### src/rtl/load_master_pattern_param.sv
// Master-pattern loader: collects one shape code per slot and freezes the
// pattern once every slot is filled; rejected load requests pulse loadError.
module load_master_pattern_param #(
    parameter int unsigned NUM_SLOTS       = 4,
    parameter int unsigned SHAPE_W         = 3,
    parameter int unsigned MAX_SHAPE       = 6,
    parameter bit          ALLOW_OVERWRITE = 1'b1,
    localparam int unsigned LOC_W = (NUM_SLOTS > 1) ? $clog2(NUM_SLOTS) : 1,
    localparam int unsigned CNT_W = $clog2(NUM_SLOTS + 1)
) (
    input  logic                         clock,
    input  logic                         reset_L,
    input  logic                         startGame,
    input  logic                         loadingShape,
    input  logic [SHAPE_W-1:0]           LoadShape,
    input  logic [LOC_W-1:0]             ShapeLocation,
    output logic [NUM_SLOTS*SHAPE_W-1:0] masterPattern,
    output logic [NUM_SLOTS-1:0]         slotFilled,
    output logic [CNT_W-1:0]             slotsFilledCount,
    output logic                         masterLoaded,
    output logic                         loadError
);

    localparam logic [1:0] IDLE    = 2'd0;
    localparam logic [1:0] LOADING = 2'd1;
    localparam logic [1:0] LOADED  = 2'd2;

    logic [1:0]                   stateQ, stateD;
    logic [NUM_SLOTS*SHAPE_W-1:0] patternQ, patternD;
    logic [NUM_SLOTS-1:0]         filledQ, filledD;
    logic [CNT_W-1:0]             countQ, countD;
    logic                         errorQ, errorD;

    logic [31:0] shapeWide, locWide;
    logic        shapeLegal, locLegal, slotFree, loadOk;

    assign shapeWide  = 32'(LoadShape);
    assign locWide    = 32'(ShapeLocation);
    assign shapeLegal = (shapeWide >= 32'd1) && (shapeWide <= MAX_SHAPE);
    // Only reachable as false when NUM_SLOTS is not a power of two.
    assign locLegal   = locWide < NUM_SLOTS;

    always_comb begin
        slotFree = 1'b0;
        for (int unsigned i = 0; i < NUM_SLOTS; i++) begin
            if (locWide == i) begin
                slotFree = ~filledQ[i];
            end
        end
    end

    assign loadOk = shapeLegal && locLegal && (ALLOW_OVERWRITE || slotFree);

    always_comb begin
        stateD   = stateQ;
        patternD = patternQ;
        filledD  = filledQ;
        errorD   = 1'b0;
        case (stateQ)
            IDLE: begin
                if (startGame) begin
                    patternD = '0;
                    filledD  = '0;
                    stateD   = LOADING;
                end
            end
            LOADING: begin
                if (startGame) begin
                    patternD = '0;
                    filledD  = '0;
                end else if (loadingShape) begin
                    if (loadOk) begin
                        for (int unsigned i = 0; i < NUM_SLOTS; i++) begin
                            if (locWide == i) begin
                                patternD[i*SHAPE_W +: SHAPE_W] = LoadShape;
                                filledD[i]                     = 1'b1;
                            end
                        end
                        if (&filledD) begin
                            stateD = LOADED;
                        end
                    end else begin
                        errorD = 1'b1;
                    end
                end
            end
            LOADED: begin
                if (startGame) begin
                    patternD = '0;
                    filledD  = '0;
                    stateD   = LOADING;
                end else if (loadingShape) begin
                    errorD = 1'b1;
                end
            end
            default: begin
                stateD   = IDLE;
                patternD = '0;
                filledD  = '0;
            end
        endcase
    end

    // Count is registered alongside filledQ so both move on the same edge.
    always_comb begin
        countD = '0;
        for (int unsigned i = 0; i < NUM_SLOTS; i++) begin
            countD = countD + CNT_W'(filledD[i]);
        end
    end

    always_ff @(posedge clock) begin
        if (!reset_L) begin
            stateQ   <= IDLE;
            patternQ <= '0;
            filledQ  <= '0;
            countQ   <= '0;
            errorQ   <= 1'b0;
        end else begin
            stateQ   <= stateD;
            patternQ <= patternD;
            filledQ  <= filledD;
            countQ   <= countD;
            errorQ   <= errorD;
        end
    end

    assign masterPattern    = patternQ;
    assign slotFilled       = filledQ;
    assign slotsFilledCount = countQ;
    assign masterLoaded     = (stateQ == LOADED);
    assign loadError        = errorQ;

endmodule

### config.mk
export PLATFORM = sky130hd
export DESIGN_NAME = load_master_pattern_param
export DESIGN_NICKNAME = d
export VERILOG_FILES = /design/src/rtl/load_master_pattern_param.sv
export SDC_FILE = /design/constraint.sdc
export NUM_CORES = 1
export LEC_CHECK = 0
export ABC_AREA = 1
export CAP_MARGIN = 20
export CORE_MARGIN = 10
export CORE_UTILIZATION = 45
export CTS_BUF_LIST = sky130_fd_sc_hd__clkbuf_4 sky130_fd_sc_hd__clkbuf_8 sky130_fd_sc_hd__clkbuf_16
export DETAILED_ROUTE_END_ITERATION = 10
export PLACE_DENSITY_LB_ADDON = 0.2
export SLEW_MARGIN = 40
export SYNTH_ARGS = -nofsm -noshare
export SYNTH_HDL_FRONTEND = slang
export SYNTH_SLANG_ARGS = --single-unit
export TNS_END_PERCENT = 50
### constraint.sdc
create_clock -name clock -period 2.8 [get_ports clock]
set_input_delay 0.28 -clock clock [delete_from_list [all_inputs] [get_ports clock]]
set_output_delay 0.28 -clock clock [all_outputs]
set_load 0.005 [all_outputs]
==> flow_summary_export.csv, run 1 <==
group,metric,value,unit
status,status,"complete, no violations",
timing,finClkSkew,0.00677,ns
grt,overflow,0,
critical_path,critPathArrivalTime,2.80,ns
floorplan,die-area,5040,um2
grt,grt_pass1_wl,5.27,mm
power_and_ir_drop,irDropWorstVdd,0.000307,V
layout,final_cells,229,
timing,tightest_slew,0.427,ns
grt,grtUsageTotal,0.120,
synth,synth.most_common_cell,"nand2_1",
layout,final_nets,216,
place,place_area,1500,um2
clocking,clkTransAtPathRegs,0.12,ns
route,wirelength,3.10,mm
flow_run,cap_violations,0,
synth,synth_area,1170,um2
timing,post-route-min-period,2.58,ns
synth,synth.distinct_cells,23,
place,placed_cells,225,
floorplan,die_w,71.0,um
timing,hold_viol,0,
synth,synth-seq-cells,22,
clocking,htree_levels,1,
layout,multiInputGateArea,626,um2
route,remaining_drc_errors,0,
floorplan,rows,18,
synth,synth_ff_type,"dfxtp_1",
clocking,cts_tree,"built",
synth,async_reset_ff_frac,0,
synth,synth_common_cells,"nand2_1, dfxtp_1, inv_1",
critical_path,crit_type,"reg2reg",
place,dp_hpwl,2.51,mm
route,drt_iter0_drc,82,
floorplan,initial_core_util,0.473,
floorplan,ios,30,
grt,grt_max_degree,18,
clocking,clkLatencyLatePin,0.30,ns
power_and_ir_drop,total_power,623,uW
synth,ys_warn_count,0,
clocking,cts_resized,0,
timing,maxSlewViolCount,0,
route,num_vias,1186,
floorplan,core-area,2480,um2
floorplan,die_y,71.0,um
place,place_congestion,0.928,
route,antenna_left,0,
clocking,holdBufCountCts,0,
worst_hold_path,holdCritPathClass,"reg2reg",
route,avgRoutedWirePerCell,13.5,um
layout,final_cell_area,1540,um2
critical_path,crit_path_max_fanout,5,
layout,antennaDiodeCount,0,
timing,rsz0062_at_grt,"false",
synth,synth_top_area_share,0.376,
power_and_ir_drop,p_per_area,405,nW/um2
timing,tns,0,ns
timing,relSlewSlack,0.713,
layout,area_growth,31.4,%
timing,fmax,387,MHz
clocking,max-clock-path-buffers,2,
clocking,numClockSinks,22,
critical_path,endpoint_kind,"register",
place,post-place-ws,0.152,ns
power_and_ir_drop,power_leakage,0.659,nW
synth,synth_nets,182,
layout,drive_above_1_share,0.111,
grt,antenna_found_initial,0,
critical_path,crit_required,3.02,ns
clocking,numCtsBuffers,3,
route,first_pass_iters,4,
route,routed_via_density,5.18,
synth,synth.area.top_cells,"dfxtp_1, nand2_1, nand3_1",
synth,synth_edf_count,0,
layout,fillers,252,
clocking,postCtsSetupBuffers,0,
timing,setup_viol,0,
synth,avgSynthCellArea,7.05,um2
grt,grt_pass1_vias,1178,
timing,setup_ws,0.217,ns
layout,regArea,440,um2
synth,netlist_instances,166,
timing,finalCritPeriodShare,0.922,
synth,synth_top_cell_by_area,"dfxtp_1",
critical_path,startpoint_type,"register",
synth,yosysSeqAreaShare,0.376,
place,port_buffers,29,
clocking,root_buffer,"clkbuf_4",
-- placed cells by master (no fill, tap or decap) --
cell / count
nand3_1: 17
inv_2: 6
fa_1: 1
nand2_2: 3
clkinv_1: 1
clkdlybuf4s50_1: 29
nor3_4: 1
nor2_1: 16
nor3_1: 1
buf_4: 2
nand2_1: 40
nor2_2: 2
dfxtp_1: 22
clkbuf_4: 3
a21oi_1: 16
clkbuf_8: 1
nor2_4: 2
nor3_2: 1
o22ai_1: 1
inv_1: 18
ha_1: 6
nand2_4: 1
nand4_1: 6
o21ai_0: 1
o21ai_1: 2
-- stage by stage --
step                      hold WS (ns)  utilization
after detailed placement         0.454        0.607
final                            0.472        0.621
after CTS                        0.476        0.621
after global placement           0.452        0.607
after floorplan                  0.373            -
after global routing             0.494        0.621
-- registers in the layout, indices dropped and copies added (netlist names) --
signal	cells
loadError	1
masterPattern	12
slotFilled	4
slotsFilledCount	3
stateQ	2
-- per-layer routing --
layer | GRT usage | share of wire | wire length (um)
met5 | 0 | 0 | 0
met4 | 0.0344 | 0.0084 | 26
met3 | 0.0474 | 0.083 | 256
met2 | 0.190 | 0.45 | 1400
met1 | 0.147 | 0.46 | 1420
-- where the power goes --
group          total [mW]  leakage, nW  internal, mW  switching, mW
logic               0.129        0.461        0.0424         0.0867
clock network       0.174       0.0210        0.0793         0.0946
registers           0.320        0.177         0.317        0.00332
-- cell families (layout without fill, tap and decap cells) --
logic type / after synthesis / in the layout / synth area share
AOI/OAI and AO/OA: 20 / 20 / 0.0865
buffers and inverters: 27 / 60 / 0.0897
DFF: 22 / 22 / 0.376
adders and majority gates: 7 / 7 / 0.0812
and+or+nand+nor: 90 / 90 / 0.366
-- final cells by class --
type                       instances  share of cell area
clock buffer                       4              0.0236
inverter                          25              0.0610
multi-input combinational        117               0.407
sequential                        22               0.286
tap                               30              0.0244
timing repair buffer              31               0.198
-- critical path, cell delays in order, from the launching register on --
cell and delay, ns:
dfxtp_1 0.36, inv_1 0.10, ha_1 0.31, inv_2 0.12, nor2_4 0.15, inv_2 0.09
a21oi_1 0.14, o21ai_1 0.12, fa_1 0.51, inv_1 0.04, ha_1 0.17, ha_1 0.27
nand2_1 0.07, inv_1 0.04
-- final timing paths --
check	from	depth (start not counted)	endpoint	slack (ns)
hold reg to reg	masterPattern[1]	2	masterPattern[1]	0.47
setup reg to reg	stateQ[1]	13	slotsFilledCount[1]	0.22
hold / removal	masterPattern[1]	2	masterPattern[1]	0.47
setup / recovery	stateQ[1]	13	slotsFilledCount[1]	0.22
(Power assumes the default switching activity.)
==> inputs of run 2 (changes only) <==
PLACE_DENSITY_LB_ADDON = 0.15   (was 0.2)
==> run 2 against run 1 <==
Largest cell class unchanged. Register-to-register slack about the same. Largest power group unchanged. Critical endpoint unchanged. Flip-flop and latch count unchanged. Final cell count unchanged.
==> flow_summary_export.csv, run 2 (synthesized netlist as in run 1, its figures left out) <==
group,metric,value,unit
status,status,"complete, no violations",
layout,final_nets,216,
clocking,clkLatencyLatePin,0.31,ns
place,place_area,1500,um2
floorplan,die-area,5040,um2
clocking,clkTransAtPathRegs,0.13,ns
layout,final_cell_mix,"nand2_1, clkdlybuf4s50_1, dfxtp_1",
layout,drive_above_1_share,0.111,
power_and_ir_drop,p_per_area,407,nW/um2
place,placed_cells,225,
timing,finClkSkew,0.00204,ns
timing,setup_viol,0,
flow_run,cap_violations,0,
floorplan,die_w,71.0,um
timing,post-route-min-period,2.59,ns
grt,grt_max_degree,18,
layout,antennaDiodeCount,0,
timing,maxSlewViolCount,0,
grt,overflow,0,
timing,fmax,387,MHz
critical_path,crit_type,"reg2reg",
grt,grtUsageTotal,0.123,
critical_path,critPathArrivalTime,2.81,ns
route,first_pass_iters,4,
floorplan,core-area,2480,um2
critical_path,crit_required,3.02,ns
timing,hold_viol,0,
critical_path,crit_chain,"inv_1 > ha_1 > inv_2 > nor2_4 > o21ai_0 > inv_1 > nand2_1 > fa_1 > inv_1 > ha_1 > ha_1 > nand2_1 > inv_1",
timing,tns,0,ns
clocking,holdBufCountCts,0,
critical_path,cp_num_buf_inv,5,
place,port_buffers,29,
floorplan,rows,18,
floorplan,initial_core_util,0.473,
timing,rsz0062_at_grt,"false",
layout,final_common_cell,"nand2_1",
critical_path,max_stage_delay,0.54,ns
place,dp_hpwl,2.53,mm
grt,grt_pass1_wl,5.31,mm
grt,antenna_found_initial,0,
place,place_congestion,0.849,
floorplan,ios,30,
route,remaining_drc_errors,0,
clocking,root_buffer,"clkbuf_4",
layout,fillers,235,
timing,timing.hold.ws,0.474,ns
worst_hold_path,holdCritPathClass,"reg2reg",
critical_path,critPathTopFamily,"adder cells",
route,drt_iter0_drc,82,
critical_path,slowest_stage,"fa_1",
layout,area_growth,31.4,%
timing,relSlewSlack,0.709,
layout,final_cell_area,1540,um2
critical_path,endpoint_kind,"register",
route,wirelength,3.12,mm
critical_path,cpMostUsedCell,"inv_1",
clocking,numCtsBuffers,3,
power_and_ir_drop,irDropWorstVdd,0.000289,V
place,post-place-ws,0.164,ns
route,routed_via_density,5.09,
clocking,cts_tree,"built",
route,avgRoutedWirePerCell,13.6,um
clocking,postCtsSetupBuffers,0,
timing,tightest_slew,0.433,ns
floorplan,die_y,71.0,um
timing,setup_ws,0.214,ns
clocking,htree_levels,1,
grt,grt_pass1_vias,1153,
critical_path,startpoint_type,"register",
clocking,numClockSinks,22,
route,antenna_left,0,
clocking,cts_resized,0,
layout,largest_reg_flops,12,
critical_path,crit_path_max_fanout,5,
layout,final_cells,229,
power_and_ir_drop,power_leakage,0.659,nW
route,num_vias,1165,
timing,finalCritPeriodShare,0.924,
layout,final_util,0.621,
power_and_ir_drop,total_power,627,uW
clocking,max-clock-path-buffers,2,
## run 2: power by group
| part | switching, mW | internal (mW) |
|---|---|---|
| logic | 0.0865 | 0.0421 |
| registers | 0.00262 | 0.317 |
| clock network | 0.0993 | 0.0794 |
## run 2: final timing paths
kind | slack [ns] | depth (start not counted) | endpoint | startpoint
setup / recovery | 0.21 | 13 | slotsFilledCount[1] | stateQ[1]
setup reg to reg | 0.21 | 13 | slotsFilledCount[1] | stateQ[1]
hold / removal | 0.47 | 2 | masterPattern[10] | masterPattern[10]
hold reg to reg | 0.47 | 2 | masterPattern[10] | masterPattern[10]
## run 2: worst register-to-register path, delay by kind of cell, from the launching register on
kind	cells	cell delay, ns
AND/OR/NAND/NOR	3	0.33
adder cells (fa/ha/maj)	4	1.28
flip-flops	1	0.35
AO/OA/AOI/OAI	1	0.13
buffers and inverters	5	0.40
## run 2: final cells by class
class / instances / area (um2) / share of cell area
Clock buffer: 4 / 36.3 / 0.0236
Inverter: 25 / 93.8 / 0.0610
Multi-Input combinational cell: 117 / 626 / 0.407
Sequential cell: 22 / 440 / 0.286
Tap cell: 30 / 37.5 / 0.0244
Timing Repair Buffer: 31 / 305 / 0.198
## run 2: per-layer routing
| metal | part of all wire | wire, um | global-route usage | vias to the layer above |
|---|---|---|---|---|
| met5 | 0 | 0 | 0 | - |
| met4 | 0.0029 | 9 | 0.0301 | 0 |
| met3 | 0.078 | 244 | 0.0418 | 2 |
| met2 | 0.47 | 1480 | 0.204 | 34 |
| met1 | 0.44 | 1380 | 0.149 | 533 |
| li1 | - | - | - | 596 |
